==> src/rtl/regfile_pkg.sv <==
`default_nettype none
// ============================================================================
// Module   : regfile_pkg
// Brief    : Shared default geometry for the register file scoreboard.
// Revision : 1.0
// ============================================================================
package regfile_pkg;

    localparam int c_addr_width = 5;
    localparam int c_data_width = 32;
    localparam int c_nread      = 2;

endpackage : regfile_pkg
`default_nettype wire

==> src/rtl/regfile_read_port.sv <==
`default_nettype none
// ============================================================================
// Module   : regfile_read_port
// Brief    : One combinational read port: array read, x0 zeroing,
//            writeback bypass and busy lookup.
// Revision : 1.0
// ============================================================================
module regfile_read_port
    import regfile_pkg::*;
#(
    parameter int ADDR_WIDTH = c_addr_width,
    parameter int DATA_WIDTH = c_data_width
) (
    input  logic [ADDR_WIDTH-1:0]                        rd_addr,
    input  logic [(2**ADDR_WIDTH)-1:0][DATA_WIDTH-1:0]   mem,
    input  logic [(2**ADDR_WIDTH)-1:0]                   busy,
    input  logic                                         wb_valid,
    input  logic [ADDR_WIDTH-1:0]                        wb_addr,
    input  logic [DATA_WIDTH-1:0]                        wb_data,
    output logic [DATA_WIDTH-1:0]                        rd_data,
    output logic                                         rd_busy
);

    logic w_is_x0;
    logic w_bypass;

    assign w_is_x0  = (rd_addr == '0);
    assign w_bypass = wb_valid && (wb_addr == rd_addr) && !w_is_x0;

    always_comb begin
        rd_data = mem[rd_addr];
        rd_busy = busy[rd_addr];
        // The in-flight writeback resolves the hazard this cycle.
        if (w_bypass) begin
            rd_data = wb_data;
            rd_busy = 1'b0;
        end
        if (w_is_x0) begin
            rd_data = '0;
            rd_busy = 1'b0;
        end
    end

endmodule : regfile_read_port
`default_nettype wire

==> src/rtl/regfile_scoreboard.sv <==
`default_nettype none
// ============================================================================
// Module   : regfile_scoreboard
// Brief    : Register file with per-register busy scoreboard, writeback
//            bypass, issue gating, flush and sticky spurious-writeback flag.
// Revision : 1.0
// ============================================================================
module regfile_scoreboard
    import regfile_pkg::*;
#(
    parameter int ADDR_WIDTH = c_addr_width,
    parameter int DATA_WIDTH = c_data_width,
    parameter int NREAD      = c_nread
) (
    input  logic                          clk,
    input  logic                          rst_n,
    input  logic [NREAD*ADDR_WIDTH-1:0]   rs_addr,
    output logic [NREAD*DATA_WIDTH-1:0]   rs_data,
    output logic [NREAD-1:0]              rs_busy,
    input  logic                          wb_valid,
    input  logic [ADDR_WIDTH-1:0]         wb_addr,
    input  logic [DATA_WIDTH-1:0]         wb_data,
    input  logic                          iss_valid,
    input  logic [ADDR_WIDTH-1:0]         iss_rd,
    output logic                          iss_ready,
    input  logic                          flush,
    output logic                          err_spurious
);

    localparam int c_depth = 2**ADDR_WIDTH;

    logic [c_depth-1:0][DATA_WIDTH-1:0] r_mem;
    logic [c_depth-1:0]                 r_busy;
    logic [c_depth-1:0]                 w_busy_nxt;
    logic                               r_err;
    logic                               w_wb_live;
    logic                               w_iss_fire;

    assign w_wb_live  = wb_valid && (wb_addr != '0);
    assign iss_ready  = (iss_rd == '0) || !r_busy[iss_rd] ||
                        (wb_valid && (wb_addr == iss_rd));
    assign w_iss_fire = iss_valid && iss_ready && (iss_rd != '0) && !flush;

    // Priority low to high: writeback clear, issue set, flush clear.
    always_comb begin
        w_busy_nxt = r_busy;
        if (w_wb_live) begin
            w_busy_nxt[wb_addr] = 1'b0;
        end
        if (w_iss_fire) begin
            w_busy_nxt[iss_rd] = 1'b1;
        end
        if (flush) begin
            w_busy_nxt = '0;
        end
    end

    always_ff @(posedge clk or negedge rst_n) begin
        if (!rst_n) begin
            r_mem  <= '0;
            r_busy <= '0;
            r_err  <= 1'b0;
        end else begin
            r_busy <= w_busy_nxt;
            if (w_wb_live) begin
                r_mem[wb_addr] <= wb_data;
                if (!r_busy[wb_addr]) begin
                    r_err <= 1'b1;
                end
            end
        end
    end

    assign err_spurious = r_err;

    generate
        for (genvar k = 0; k < NREAD; k++) begin : g_rd_port
            regfile_read_port #(
                .ADDR_WIDTH (ADDR_WIDTH),
                .DATA_WIDTH (DATA_WIDTH)
            ) u_rd_port (
                .rd_addr  (rs_addr[k*ADDR_WIDTH +: ADDR_WIDTH]),
                .mem      (r_mem),
                .busy     (r_busy),
                .wb_valid (wb_valid),
                .wb_addr  (wb_addr),
                .wb_data  (wb_data),
                .rd_data  (rs_data[k*DATA_WIDTH +: DATA_WIDTH]),
                .rd_busy  (rs_busy[k])
            );
        end
    endgenerate

endmodule : regfile_scoreboard
`default_nettype wire

==> config.mk <==
export PLATFORM = sky130hd
export DESIGN_NAME = regfile_scoreboard
export DESIGN_NICKNAME = d
export VERILOG_FILES = /design/src/rtl/regfile_pkg.sv /design/src/rtl/regfile_read_port.sv /design/src/rtl/regfile_scoreboard.sv
export SDC_FILE = /design/constraint.sdc
export NUM_CORES = 2
export LEC_CHECK = 0
export CAP_MARGIN = 10
export CORE_AREA = 2 2 409 411
export CTS_CLUSTER_DIAMETER = 120
export DETAILED_ROUTE_END_ITERATION = 8
export DIE_AREA = 0 0 411 413
export SLEW_MARGIN = 20
export SYNTH_ARGS = -nofsm -noshare
export SYNTH_HDL_FRONTEND = slang
export SYNTH_SLANG_ARGS = --single-unit
==> constraint.sdc <==
create_clock -name clk -period 3 [get_ports clk]
set_input_delay 0.6 -clock clk [delete_from_list [all_inputs] [get_ports clk]]
set_output_delay 0.6 -clock clk [all_outputs]
set_load 0.05 [all_outputs]
==> impl_metrics.ini <==
[status]
violations = negative setup slack
status = complete, but fails checks

[logic_synthesis]
syn_avg_cell_area_sq_um = 14.4
ys_ff_latch = 1057
syn_nets = 4067
synth_edf_count = 0
seq_area_frac_synth = 0.459
ys_warn_count = 0
synth_ff_type = dfrtp_1
synth.distinct_cells = 55
syn_inst = 4010
synth_async_sr_flop_share = 1.00
syn_area_sq_mm = 0.0576

[critical_path]
required_ns = 2.40
worstPathBufferInverterCount = 5
crit_top_cell = buf_12
start_kind = input pin
critPathTopFamily = buffers and inverters
arrival_ns = 2.59
critPathSlowestCell = mux4_2
cp_max_fo = 7
endpoint_kind = output pin
path_cells = buf_16, buf_12, buf_16, buf_12, mux4_2, o211ai_1, nor2_1, o221a_1, buf_12
worst-setup-path-type = in2out
critical-path-max-stage-delay_ns = 0.51

[drt]
route.antenna.remaining_nets = 0
routed_wl_um = 211000
num_vias = 40750
wl_per_cell_um = 31.3
drc = 0
first_pass_iters = 5
drt_iter0_drc = 4009
drt-vias-per-instance = 6.04

[clock_tree]
htree_levels = 3
clk_pin_slew_worst_paths_ns = 0.06
root_buffer = clkbuf_16
worstSkewPairLatency_ns = 0.76
cts_buffers = 117
cts_tree = built
cts_num_sinks = 1057
clk_path_buf_depth = 3

[layout]
layout.nets = 4497
drive_above_1_share = 0.581
fillCellCount = 14553
fin_area_sq_mm = 0.0749
instances_no_fill = 6745
area_growth_pct = 30.1

[pwr]
vdd_drop_max_mv = 0.553
p_total_mw = 44.4
leakagePower_nw = 32.3
powerDensity_mw_per_mm2 = 593

[placement]
placed_area_sq_mm = 0.0661
placed_cells = 6366
place_congestion = 0.868
port_buffers = 124
dp_hpwl_um = 129000
post-place-ws_ns = -0.713

[timing]
worstMarginPinSlew_ns = 0.878
period_minus_slack_ns = 3.19
report.final.slew_viol_count = 0
fin_ws_ns = -0.189
rsz0062_at_grt = yes
finalCritPeriodShare = 1.06
hold_viol = 0
setup_viol = 62
fin_tns_setup_ns = -6.69
fin_skew_ns = 0.0570
slew_headroom = 0.415
fmax_ghz = 0.314

[job]
maxCapViolCount = 0

[die]
die-area_sq_mm = 0.170
die_w_um = 411
row_count = 150
io_pins = 125
core_sq_mm = 0.166
dieHeight_um = 413
initial_core_util = 0.347

[global_routing]
track_usage = 0.245
grt_pass1_vias = 42070
grt_max_degree = 125
grt_antenna_before_repair = 6
grt_pass1_wl_um = 304000
grt_overflow = 0

[min_path]
hold_path_class = reg2reg
-- synthesized netlist by cell type, types with 10 or more instances --
master / count / area share
nand3_1: 11 / 0.00096
nand2_1: 23 / 0.0015
nand3b_1: 22 / 0.0029
mux2_1: 30 / 0.0059
buf_4: 56 / 0.0073
mux4_2: 404 / 0.16
o221a_1: 22 / 0.0043
clkbuf_1: 230 / 0.015
o22ai_1: 137 / 0.015
dfrtp_1: 1057 / 0.46
a221o_1: 33 / 0.0057
mux2i_1: 275 / 0.048
buf_1: 10 / 0.00065
mux2_2: 966 / 0.19
o21ai_1: 13 / 0.0011
o31ai_1: 48 / 0.0063
buf_2: 154 / 0.013
o221a_2: 42 / 0.0082
o211ai_1: 65 / 0.0085
o21ai_0: 57 / 0.0050
nand2b_1: 15 / 0.0016
a22oi_1: 64 / 0.0083
buf_6: 20 / 0.0039
a221oi_1: 33 / 0.0050
or3_1: 11 / 0.0012
nor2_1: 112 / 0.0073
-- cell usage in the layout, fill, tap and decap left out, drive strengths merged, types with 9 or more instances in the layout --
cell / instances
o221a: 64
a221o: 33
clkbuf: 196
o21ai: 70
mux2: 996
mux2i: 275
o31ai: 48
nand3: 11
a22oi: 64
o22ai: 137
buf: 732
clkdlybuf4s50: 36
o211ai: 65
nand2b: 15
a221oi: 33
mux4: 408
or3: 11
nor2b: 9
nand3b: 22
dfrtp: 1057
clkinv: 25
nand2: 23
o32ai: 10
nor2: 120
-- metal layers --
layer  GRT usage  share of wire  wire length (um)
met1       0.329           0.41             86100
met2       0.387           0.46             97500
met3      0.0450          0.077             16300
met4       0.110          0.052             10900
met5           0              0                 0
-- metrics by stage --
stage,hold WS (ns),util
global placement,0.384,0.399
floorplan,0.304,-
CTS,0.401,0.446
global route,0.408,0.452
detailed placement,0.388,0.399
finish,0.401,0.452
-- registers in the layout (all words and copies together), names as in the netlist --
register      flops
r_mem          1024
err_spurious      1
r_busy           32
-- power breakdown --
group / total, mW / internal [mW] / leakage (nW) / switching, mW
logic: 10.8 / 6.24 / 16.8 / 4.57
registers: 18.8 / 16.9 / 13.6 / 1.87
clock network: 14.8 / 8.56 / 1.94 / 6.29
-- cell type report --
class	instances	area (sq um)	share of cell area
clock inverters	34	420	0.00561
inverters	5	18.8	0.000251
multi-input cells	2466	30700	0.410
diodes	1	2.50	0.0000334
well taps	2204	2760	0.0368
clock buffers	185	3530	0.0471
flip-flops and latches	1057	26500	0.353
repair buffers	793	11000	0.147
-- path summary, 6_finish.rpt --
kind	start	to	slack [ns]	depth (start not counted)
setup / recovery	rs_addr[5]	rs_data[55]	-0.19	9
hold / removal	r_mem[15]	r_mem[15]	0.40	0
setup reg to reg	r_busy[4]	r_busy[20]	0.98	6
hold reg to reg	r_mem[15]	r_mem[15]	0.40	0
max in group asynchronous	rst_n	r_mem[241]	1.49	4
min in group asynchronous	rst_n	r_mem[382]	0.55	3
-- cell families (layout without fill, tap and decap cells) --
| kind of cell | Yosys count | count (layout) | share of synthesized area |
|---|---|---|---|
| other cells | 0 | 1 | 0 |
| compound gates | 533 | 533 | 0.0704 |
| xor+xnor | 15 | 15 | 0.00228 |
| buf+inv | 487 | 1017 | 0.0442 |
| mux | 1679 | 1679 | 0.402 |
| simple gates | 239 | 239 | 0.0214 |
| flops | 1057 | 1057 | 0.459 |
-- timing repair --
item,in CTS,in global routing
pin swaps,152,122
cloned,40,11
gates resized for setup,437,158
setup buffers,100,37
hold buffers,1,0
hold endpoints to repair,147,0
endpoints found under the setup margin,67,67
No activity file was read; power rests on OpenSTA's default activity.
